`src/rtl/psk_sym_sched.sv`:
```
// psk_sym_sched
// Symbol-rate scheduler for the PSK transmit path. One clock-enable line of
// the 32.768 MHz divider is latched per frame as the symbol tick; each frame
// runs preamble, payload and guard, pulling payload dibits from an upstream
// valid/ready source and driving the modulator strobe, dibit and enable.
//
// Ports
//   clk32M768  system clock (only clock)
//   rst_n      asynchronous active-low reset
//   ce_vec     divider enables, bit k pulses once every 2^(k+1) cycles
//   rate_sel   tick index into ce_vec, 15 clamps to 14 (latched at start)
//   frame_len  payload symbol count, 0 = no payload (latched at start)
//   start      frame request, honoured only in IDLE
//   abort      synchronous frame abort
//   src_valid  upstream dibit valid
//   src_data   upstream dibit
//   src_ready  combinational consume strobe (payload tick)
//   sym_stb    registered one-cycle symbol strobe
//   tx_data    registered symbol dibit
//   tx_en      registered modulator enable
//   busy       high whenever the FSM is not IDLE
//   done       registered one-cycle end-of-frame pulse
//   underrun   registered one-cycle pulse for an empty payload slot
//
// state | meaning
// IDLE  | waiting for start
// ARM   | waiting for first tick to align to the divider phase, no symbol
// PRE   | preamble, alternating 00/11 starting with 00
// PAY   | payload, one dibit consumed (or underrun) per tick
// GUARD | guard symbols with tx_en low, done on the last one

module psk_sym_sched #(
   parameter int unsigned PRE_LEN   = 32,
   parameter int unsigned GUARD_LEN = 8,
   parameter int unsigned LEN_W     = 12
) (
   input  logic             clk32M768,
   input  logic             rst_n,
   input  logic [14:0]      ce_vec,
   input  logic [3:0]       rate_sel,
   input  logic [LEN_W-1:0] frame_len,
   input  logic             start,
   input  logic             abort,
   input  logic             src_valid,
   input  logic [1:0]       src_data,
   output logic             src_ready,
   output logic             sym_stb,
   output logic [1:0]       tx_data,
   output logic             tx_en,
   output logic             busy,
   output logic             done,
   output logic             underrun
);

   localparam logic [2:0] S_IDLE  = 3'd0;
   localparam logic [2:0] S_ARM   = 3'd1;
   localparam logic [2:0] S_PRE   = 3'd2;
   localparam logic [2:0] S_PAY   = 3'd3;
   localparam logic [2:0] S_GUARD = 3'd4;

   localparam logic [LEN_W-1:0] PRE_LAST   = LEN_W'(PRE_LEN - 1);
   localparam logic [LEN_W-1:0] GUARD_LAST = LEN_W'(GUARD_LEN - 1);

   logic [2:0]       state_q, state_d;
   logic [3:0]       rate_q, rate_d;
   logic [LEN_W-1:0] len_q, len_d;
   logic [LEN_W-1:0] cnt_q, cnt_d;
   logic             sym_stb_q, sym_stb_d;
   logic [1:0]       tx_data_q, tx_data_d;
   logic             tx_en_q, tx_en_d;
   logic             done_q, done_d;
   logic             underrun_q, underrun_d;
   logic             tick;

   // rate_q is clamped at latch time, so it never indexes past bit 14
   assign tick      = ce_vec[rate_q];
   // abort wins over a coincident payload tick, so nothing is consumed then
   assign src_ready = (state_q == S_PAY) & tick & ~abort;

   assign sym_stb  = sym_stb_q;
   assign tx_data  = tx_data_q;
   assign tx_en    = tx_en_q;
   assign busy     = (state_q != S_IDLE);
   assign done     = done_q;
   assign underrun = underrun_q;

   always_comb begin
      state_d    = state_q;
      rate_d     = rate_q;
      len_d      = len_q;
      cnt_d      = cnt_q;
      sym_stb_d  = 1'b0;
      tx_data_d  = tx_data_q;
      tx_en_d    = tx_en_q;
      done_d     = 1'b0;
      underrun_d = 1'b0;

      if (abort && (state_q != S_IDLE)) begin
         state_d   = S_IDLE;
         cnt_d     = '0;
         tx_data_d = 2'b00;
         tx_en_d   = 1'b0;
      end else begin
         case (state_q)
            S_IDLE: begin
               if (start && !abort) begin
                  rate_d  = (rate_sel == 4'd15) ? 4'd14 : rate_sel;
                  len_d   = frame_len;
                  cnt_d   = '0;
                  state_d = S_ARM;
               end
            end
            S_ARM: begin
               if (tick) begin
                  cnt_d   = '0;
                  state_d = S_PRE;
               end
            end
            S_PRE: begin
               if (tick) begin
                  sym_stb_d = 1'b1;
                  tx_en_d   = 1'b1;
                  tx_data_d = cnt_q[0] ? 2'b11 : 2'b00;
                  if (cnt_q == PRE_LAST) begin
                     cnt_d   = '0;
                     state_d = (len_q == '0) ? S_GUARD : S_PAY;
                  end else begin
                     cnt_d = cnt_q + LEN_W'(1);
                  end
               end
            end
            S_PAY: begin
               if (tick) begin
                  sym_stb_d  = 1'b1;
                  tx_en_d    = 1'b1;
                  tx_data_d  = src_valid ? src_data : 2'b00;
                  // an empty slot still counts so frame duration stays fixed
                  underrun_d = ~src_valid;
                  if (cnt_q == len_q - LEN_W'(1)) begin
                     cnt_d   = '0;
                     state_d = S_GUARD;
                  end else begin
                     cnt_d = cnt_q + LEN_W'(1);
                  end
               end
            end
            S_GUARD: begin
               if (tick) begin
                  sym_stb_d = 1'b1;
                  tx_en_d   = 1'b0;
                  tx_data_d = 2'b00;
                  if (cnt_q == GUARD_LAST) begin
                     cnt_d   = '0;
                     done_d  = 1'b1;
                     state_d = S_IDLE;
                  end else begin
                     cnt_d = cnt_q + LEN_W'(1);
                  end
               end
            end
            default: begin
               state_d = S_IDLE;
               cnt_d   = '0;
            end
         endcase
      end
   end

   always_ff @(posedge clk32M768 or negedge rst_n) begin
      if (!rst_n) begin
         state_q    <= S_IDLE;
         rate_q     <= '0;
         len_q      <= '0;
         cnt_q      <= '0;
         sym_stb_q  <= 1'b0;
         tx_data_q  <= 2'b00;
         tx_en_q    <= 1'b0;
         done_q     <= 1'b0;
         underrun_q <= 1'b0;
      end else begin
         state_q    <= state_d;
         rate_q     <= rate_d;
         len_q      <= len_d;
         cnt_q      <= cnt_d;
         sym_stb_q  <= sym_stb_d;
         tx_data_q  <= tx_data_d;
         tx_en_q    <= tx_en_d;
         done_q     <= done_d;
         underrun_q <= underrun_d;
      end
   end

endmodule
```
`config.mk`:
```
export PLATFORM = sky130hd
export DESIGN_NAME = psk_sym_sched
export DESIGN_NICKNAME = d
export VERILOG_FILES = /design/src/rtl/psk_sym_sched.sv
export SDC_FILE = /design/constraint.sdc
export NUM_CORES = 1
export LEC_CHECK = 0
export BUFFER_PORTS_ARGS = -buffer_cell sky130_fd_sc_hd__buf_2
export CORE_MARGIN = 8
export CORE_UTILIZATION = 30
export CTS_CLUSTER_DIAMETER = 50
export DETAILED_ROUTE_END_ITERATION = 10
export MAX_ROUTING_LAYER = met4
export PLACE_DENSITY = 0.56
export SKIP_LAST_GASP = 1
export SYNTH_ARGS = -nofsm -noshare
export SYNTH_HDL_FRONTEND = slang
export SYNTH_SLANG_ARGS = --single-unit
```
`constraint.sdc`:
```
create_clock -name clk32M768 -period 3.8 [get_ports clk32M768]
set_input_delay 0.57 -clock clk32M768 [delete_from_list [all_inputs] [get_ports clk32M768]]
set_output_delay 0.57 -clock clk32M768 [all_outputs]
set_load 0.02 [all_outputs]
```
; ---- Word level (Yosys, flattened, before mapping)
; Index checks and enable logic that the tools add are counted.
[word_totals]
register_bits = 37
latchBits = 0
ramBits = 0
rom_bits = 0
in_bits = 38
output_inout_bits = 8
memories = 0
[classes]
n_addsub = 2
mul = 0
div_mod_pow = 0
n_lt_le_gt_ge = 1
n_eq_ne = 17
shifts = 0
n_mux = 45
bitwise = 5
reduce_logical = 15
[ops]
columns = op, n
row1 = 12-bit 2-to-1 mux, 9
row2 = 12-bit case mux with 5 select lines, 1
row3 = 3-bit 2-to-1 mux, 10
row4 = 3-bit != test (second input constant), 6
row5 = 3-bit case mux with 5 select lines, 1
row6 = 1-bit 2-to-1 mux, 14
row7 = 12-bit by 1-bit adder with 12-bit output (second input constant), 1
row8 = 12-bit equality test, 1
row9 = 12-bit by 3-bit equality test with 1-bit output (second input constant), 1
row10 = 12-bit by 5-bit equality test with 1-bit output (second input constant), 1
row11 = 12-bit logical NOT, 1
row12 = 2-bit 2-to-1 mux, 6
row13 = 12-bit by 1-bit subtractor with 12-bit output (second input constant), 1
row14 = 8-bit AND reduction, 1
row15 = 3-bit by 2-bit equality test with 1-bit output (second input constant), 2
row16 = 3-bit by 1-bit != test with 1-bit output (second input constant), 2
row17 = 2-bit case mux with 3 select lines, 1
row18 = 3-bit AND reduction, 2
row19 = 3-bit nonzero test, 2
row20 = 4-bit by 5-bit less-than comparator with 1-bit output (second input constant), 1
row21 = 5-bit AND reduction, 1
row22 = 1-bit binary-select mux with 4-bit select, 1
row23 = 4-bit equality test (second input constant), 1
row24 = 4-bit 2-to-1 mux, 1
row25 = 13 further kinds, 17

; ---- Logic depth before layout (Yosys ltp)
; Gate-level depths: netlist of the first run.
[logic_depth]
word_depth = 6
ltp_mapped = 10

; ---- Worst setup path before layout of the first run
; Ideal clock, no wire load.
[synth_timing]
kind = reg2reg
from = register len_q[2]
to = register state_q[0]
setup_ps = 125
arrival_time_ps = 2814
path_slack_ps = 861
stages_incl_launch_ff = 10
path_cell_list = dfrtp_1 buf_2 or4_1 clkbuf_1 nor3_1 xor2_1 o311ai_0 o2111ai_2 a211oi_4 mux2_4
[synth_via]
elab_chain_cells = 6
elab_cells_between_ends = 10
[synth_rtl]
columns = item, line_no
row1 = "start, declared", 66  ; logic [LEN_W-1:0] len_q, len_d;
row2 = "start signal, assigned", 183  ; len_q <= len_d;
row3 = "parallel branches: the longest is 6 deep, another holds 12-bit by 1-bit subtractor with 12-bit output", --
row4 = "end signal, assigned", 181  ; state_q <= state_d;
row5 = "end, declared", 64  ; logic [2:0] state_q, state_d;
; Several ways; the timed one is not identified. The select of a mux whose other input is x is not followed.
; A chain may end at the register's enable or synchronous reset.

; ---- Final worst setup path of the first run
; Ends and elaborated chain as after synthesis.

==> impl_metrics.env, run 1 <==
export IMPL_cts_resized=0
export IMPL_relSlewSlack=0.4446
export IMPL_dpl_cell_area_um2=2756
export IMPL_numCtsBuffers=5
export IMPL_slew_viol_final=0
export IMPL_synth_area_leaders="dfrtp_1 38%, mux2_2 6.9%, xnor2_1 3.9%, o21ai_0 3.9%, nand2_1 3.4%"
export IMPL_worstSetupEndpointType="flip-flop"
export IMPL_drcViolationCount=0
export IMPL_grt_pass1_wl_um=9604
export IMPL_die_w_um=106.4
export IMPL_path_max_fanout=9
export IMPL_gp_congestion=0.8638
export IMPL_die_area_um2=11320
export IMPL_track_usage=0.1055
export IMPL_rows=33
export IMPL_fmaxAchievable_mhz=331.5
export IMPL_placed_cells=399
export IMPL_final_cells=406
export IMPL_leakagePower_nw=1.206
export IMPL_layout_drive_gt1_share=0.2757
export IMPL_postRouteWirelength_um=5568
export IMPL_clk_latency_ps=290
export IMPL_synth_nets=305
export IMPL_avgSynthCellArea_um2=9.289
export IMPL_worstPathArrival_ps=3190
export IMPL_root_buffer="clkbuf_8"
export IMPL_post_dp_hpwl_um=4341
export IMPL_die_height_um=106.4
export IMPL_fin_ws_ps=783.5
export IMPL_synthFlopType="dfrtp_1"
export IMPL_p_per_area_nw_per_um2=694.6
export IMPL_critPathKind="flip-flop to flip-flop"
export IMPL_yosys_area_top_type="dfrtp_1"
export IMPL_cts_buffer_depth=2
export IMPL_start_util=0.3046
export IMPL_status="finished, final reports clean"
export IMPL_gr_total_overflow=0
export IMPL_place_ws_ps=791.3
export IMPL_synth_seq_cells=37
export IMPL_final_nets=342
export IMPL_num_io_pins=46
export IMPL_area_delta_synth_final_pct=15.92
export IMPL_yosysSeqAreaShare=0.3776
export IMPL_finish_utilization=0.3531
export IMPL_cts_tree="yes"
export IMPL_setup_viol=0
export IMPL_finalHoldViolations=0
export IMPL_wl_per_cell_um=13.71
export IMPL_final_common_cell="buf_2"
export IMPL_yosysUniqueCellTypes=52
export IMPL_syn_inst=264
export IMPL_vdd_drop_max_mv=0.3380
export IMPL_vias_per_cell=5.076
export IMPL_cts_sinks=37
export IMPL_worstMarginPinSlew_ps=833.1
export IMPL_layout_common_cells="45 x buf_2, 37 x dfrtp_1, 22 x nand2_1"
export IMPL_cts_setup_buffers=0
export IMPL_synth_edf_count=0
export IMPL_grt_max_degree=38
export IMPL_drt_iter0_markers=72
export IMPL_rsz0062_at_grt="false"
export IMPL_synth_area_um2=2452
export IMPL_synthArstFlopShare=1.000
export IMPL_worstSetupStartpointType="flip-flop"
export IMPL_grt_pass1_vias=2063
export IMPL_synth_top_area_frac=0.3776
export IMPL_final_area_um2=2843
export IMPL_finalCriticalPeriod_ps=3016
export IMPL_fill_cells=845
export IMPL_hold_slack_ps=369.2
export IMPL_setup_tns_final_ps=0
export IMPL_required_ps=3980
export IMPL_p_total_mw=1.975
export IMPL_vias=2061
export IMPL_fin_crit_sh=0.7938
export IMPL_h_tree_depth=2
export IMPL_ant_nets=0
export IMPL_hold_buffers=0
export IMPL_fin_skew_ps=5.825
export IMPL_coreArea_um2=8051
export IMPL_drv_cap=0
export IMPL_antenna_found_initial=0
export IMPL_clk_pin_slew_ps=70
export IMPL_yosysWarnings=0
export IMPL_drtPass1Iterations=4
export IMPL_antenna_cells=0
export IMPL_io_buffers=45
export IMPL_worstHoldPathType="primary input to async pin"
-- cells by family (layout without fill, tap and decap cells) --
| logic type | count (synthesis) | after routing | share of synthesized area |
|---|---|---|---|
| buffers and inverters | 24 | 61 | 0.03827 |
| flip-flops | 37 | 37 | 0.3776 |
| multiplexers | 25 | 25 | 0.1270 |
| AND/OR/NAND/NOR | 109 | 109 | 0.2444 |
| AO/OA/AOI/OAI | 48 | 48 | 0.1332 |
| XOR/XNOR | 18 | 18 | 0.06429 |
| adder cells (fa/ha/maj) | 3 | 3 | 0.01531 |
-- flip-flops by register name, indices dropped and copies added (netlist names) --
register and flops:
underrun 1, state_q 3, tx_data 2, sym_stb 1
cnt_q 12, rate_q 4, len_q 12, tx_en 1
done 1
-- metal layers --
metal,up-vias,routed length (um),global-route usage
met5,-,0,-
met4,0,66,0.03719
met3,7,227,0.02662
met2,39,2618,0.1658
met1,983,2655,0.1286
li1,1032,-,-
-- synth_stat cells, types with 3 or more instances --
cell type	instances
a21oi_1	11
and3_1	7
clkbuf_1	14
dfrtp_1	37
ha_1	3
inv_1	7
mux2_2	15
mux2i_1	6
mux4_2	3
nand2_1	22
nand2b_1	4
nand3_1	13
nand4_1	4
nor2_1	19
nor3_1	16
nor4_1	4
o21ai_0	19
xnor2_1	11
xor2_1	7
-- cell type report --
class / instances / area [um2] / area share
multi-input combinational: 203 / 1433 / 0.5040
sequential: 37 / 925.9 / 0.3257
inverter: 7 / 26.28 / 0.009243
clock buffer: 7 / 86.33 / 0.03037
tap: 105 / 131.4 / 0.04621
timing repair buffer: 47 / 240.2 / 0.08451
-- power breakdown --
part	internal, mW	total (mW)	switching, mW
combinational	0.459	0.967	0.507
clock	0.144	0.277	0.133
sequential	0.522	0.731	0.209
total	1.13	1.97	0.849
-- path summary, 6_finish.rpt --
| path | startpoint | end | slack, ps | depth (start not counted) |
|---|---|---|---|---|
| setup / recovery | len_q[2] | state_q[0] | 780 | 7 |
| hold / removal | rst_n | tx_data[1] | 370 | 1 |
| setup reg to reg | len_q[2] | state_q[0] | 780 | 7 |
| hold reg to reg | tx_data[0] | tx_data[0] | 520 | 2 |
| max in group asynchronous | rst_n | cnt_q[0] | 2890 | 1 |
| min in group clk32M768 | src_valid | underrun | 460 | 2 |
-- critical path: stages, from the launching register on --
cell       delay [ps]
dfrtp_1           470
or4_1             650
nor3_1            340
xor2_1            110
o311ai_0          360
o2111ai_2         270
a211oi_4          400
mux2_4            330
No activity file was read; power rests on OpenSTA's default activity.
==> inputs of run 2 (changes only) <==
--- a/config.mk
+++ b/config.mk
@@ -5,6 +5,7 @@
 export SDC_FILE = /design/constraint.sdc
 export NUM_CORES = 1
 export LEC_CHECK = 0
+export ABC_AREA = 1
 export BUFFER_PORTS_ARGS = -buffer_cell sky130_fd_sc_hd__buf_2
 export CORE_MARGIN = 8
 export CORE_UTILIZATION = 30
==> constraint.sdc (replaced) <==
create_clock -name clk32M768 -period 3 [get_ports clk32M768]
set_input_delay 0.45 -clock clk32M768 [delete_from_list [all_inputs] [get_ports clk32M768]]
set_output_delay 0.45 -clock clk32M768 [all_outputs]
set_load 0.02 [all_outputs]
==> run 2 against run 1 <==
  * Setup slack got worse by 110 ps
  * Total power grew 34%
  * Hold slack worse by 95 ps
  * Sequential power grew 12%
  * Sequential share of layout area fell by 2.0 points
  * Via count up 22%
  * Largest power group unchanged
  * Register-to-register slack better by 150 ps
  * Sequential cell count stayed put
==> impl_metrics.env, run 2 <==
export IMPL_leakagePower_nw=1.546
export IMPL_cts_buffer_depth=2
export IMPL_required_ps=2550
export IMPL_fin_skew_ps=6.206
export IMPL_worstSetupStartpointType="flip-flop"
export IMPL_setup_viol=0
export IMPL_antenna_cells=0
export IMPL_yosysMostFrequentCell="nand2_1"
export IMPL_critPathMostFrequentCell="nor2_1"
export IMPL_vdd_drop_max_mv=0.5751
export IMPL_die_w_um=109.2
export IMPL_setup_tns_final_ps=0
export IMPL_path_buf_inv=2
export IMPL_vias=2509
export IMPL_final_nets=479
export IMPL_synth_fa_ha_area_frac=0.01440
export IMPL_clk_latency_ps=290
export IMPL_crit_slowest_cell="dfrtp_1"
export IMPL_grt_pass1_wl_um=12210
export IMPL_vias_per_cell=4.595
export IMPL_cts_resized=0
export IMPL_rows=34
export IMPL_path_max_fanout=9
export IMPL_grt_pass1_vias=2637
export IMPL_worstMarginPinSlew_ps=857.9
export IMPL_cpPeakStageDelay_ps=470
export IMPL_wl_per_cell_um=12.71
export IMPL_place_ws_ps=947.7
export IMPL_slew_viol_final=0
export IMPL_rsz0062_at_grt="false"
export IMPL_cts_sinks=37
export IMPL_placed_cells=539
export IMPL_finalCriticalPeriod_ps=2324
export IMPL_synth_top_area_frac=0.3553
export IMPL_drcViolationCount=0
export IMPL_worstHoldPathType="primary input to async pin"
export IMPL_synth_common_cells="113 x nand2_1, 52 x inv_1, 46 x nor2_1, 37 x dfrtp_1, 37 x nand3_1"
export IMPL_cts_tree="yes"
export IMPL_root_buffer="clkbuf_8"
export IMPL_antenna_found_initial=0
export IMPL_p_total_mw=2.644
export IMPL_die_height_um=109.2
export IMPL_grt_max_degree=38
export IMPL_fin_crit_sh=0.7745
export IMPL_synthFlopType="dfrtp_1"
export IMPL_relSlewSlack=0.4281
export IMPL_gr_total_overflow=0
export IMPL_worstSetupEndpointType="output port"
export IMPL_worstPathArrival_ps=1870
export IMPL_synth_top_family_by_area="simple AND/OR/NAND/NOR gates"
export IMPL_drtPass1Iterations=4
export IMPL_synth_compound_area_frac=0.1003
export IMPL_synth_nets=433
export IMPL_clk_pin_slew_ps=70
export IMPL_yosys_area_share_simple=0.3913
export IMPL_yosysSeqAreaShare=0.3553
export IMPL_ff2ff_path_depth=15
export IMPL_layout_common_cells="113 x nand2_1, 52 x inv_1, 45 x nor2_1, 45 x buf_2"
export IMPL_ant_nets=0
export IMPL_final_cells=546
export IMPL_fmaxAchievable_mhz=430.4
export IMPL_synthMuxAreaShare=0
export IMPL_layout_drive_gt1_share=0.1735
export IMPL_status="finished, final reports clean"
export IMPL_yosys_area_top_type="dfrtp_1"
export IMPL_area_delta_synth_final_pct=16.13
export IMPL_cts_setup_buffers=0
export IMPL_synth_edf_count=0
export IMPL_io_buffers=45
export IMPL_yosysWarnings=0
export IMPL_track_usage=0.1297
export IMPL_p_per_area_nw_per_um2=873.7
export IMPL_syn_inst=392
export IMPL_cp_top_family="simple AND/OR/NAND/NOR gates"
export IMPL_start_util=0.3033
export IMPL_num_io_pins=46
export IMPL_synthArstFlopShare=1.000
export IMPL_post_dp_hpwl_um=5547
export IMPL_coreArea_um2=8593
export IMPL_drt_iter0_markers=109
export IMPL_numCtsBuffers=5
export IMPL_synth_area_um2=2606
export IMPL_avgSynthCellArea_um2=6.649
export IMPL_yosysUniqueCellTypes=32
export IMPL_critPathKind="flip-flop to output port"
export IMPL_synth_seq_cells=37
export IMPL_h_tree_depth=2
export IMPL_finalHoldViolations=0
export IMPL_dpl_cell_area_um2=2940
export IMPL_hold_buffers=0
export IMPL_final_common_cell="nand2_1"
export IMPL_synth_xor_area_frac=0.04705
export IMPL_final_area_um2=3027
export IMPL_postRouteWirelength_um=6940
export IMPL_drv_cap=0
export IMPL_path_cells="inv_2 > nor2_1 > nor2_1 > o21ai_0 > nand3_1 > nand3_1 > nand2_1 > nand2_1 > nor2_1 > buf_2"
export IMPL_gp_congestion=0.8752
export IMPL_die_area_um2=11930
export IMPL_cp_depth=10
export IMPL_synth_area_leaders="dfrtp_1 36%, nand2_1 16%, inv_1 7.5%, nand3_1 7.1%, nor2_1 6.6%"
export IMPL_reg_top3="cnt_q (12), len_q (12), rate_q (4)"
export IMPL_fin_ws_ps=676.5
run 2: cells by family (layout without fill, tap and decap cells):
kind of cell / count (synthesis) / count (layout)
simple gates: 231 / 231
fa+ha+maj: 3 / 3
flops: 37 / 37
compound gates: 46 / 46
buf+inv: 61 / 107
xor+xnor: 14 / 14
run 2: metal layers:
| layer | up-vias | global-route usage | share of wire |
|---|---|---|---|
| met2 | 60 | 0.2097 | 0.46 |
| li1 | 1330 | - | - |
| met1 | 1106 | 0.1593 | 0.48 |
| met4 | 0 | 0.04532 | 0.024 |
| met3 | 13 | 0.02246 | 0.033 |
| met5 | - | - | 0 |
run 2: per-stage QoR:
step             util  hold WS [ps]
5_1_grt        0.3522         351.3
4_1_cts        0.3522         306.2
3_5_place_dp   0.3422         507.7
3_3_place_gp   0.3422         505.6
2_1_floorplan       -         154.4
6_report       0.3522         273.9
run 2: layout make-up:
class                   count  area (um2)
clock buffers               7       86.33
fillers                   983        5567
inverters                  54       202.7
multi-input cells         294        1444
flip-flops and latches     37       925.9
well taps                 108       135.1
repair buffers             46       232.7
run 2: final timing paths:
check / startpoint / to / slack (ps)
max: rate_q[0] / src_ready / 680
min: rst_n / cnt_q[11] / 270
max reg2reg: len_q[0] / cnt_q[3] / 930
min reg2reg: rate_q[3] / rate_q[3] / 520
max in group asynchronous: rst_n / cnt_q[2] / 2200
min in group clk32M768: src_valid / underrun / 340
run 2: where the power goes:
| part | internal, mW | total, mW | switching, mW |
|---|---|---|---|
| Clock | 0.182 | 0.356 | 0.174 |
| Combinational | 0.484 | 1.47 | 0.984 |
| Sequential | 0.649 | 0.820 | 0.171 |
| Total | 1.32 | 2.64 | 1.33 |
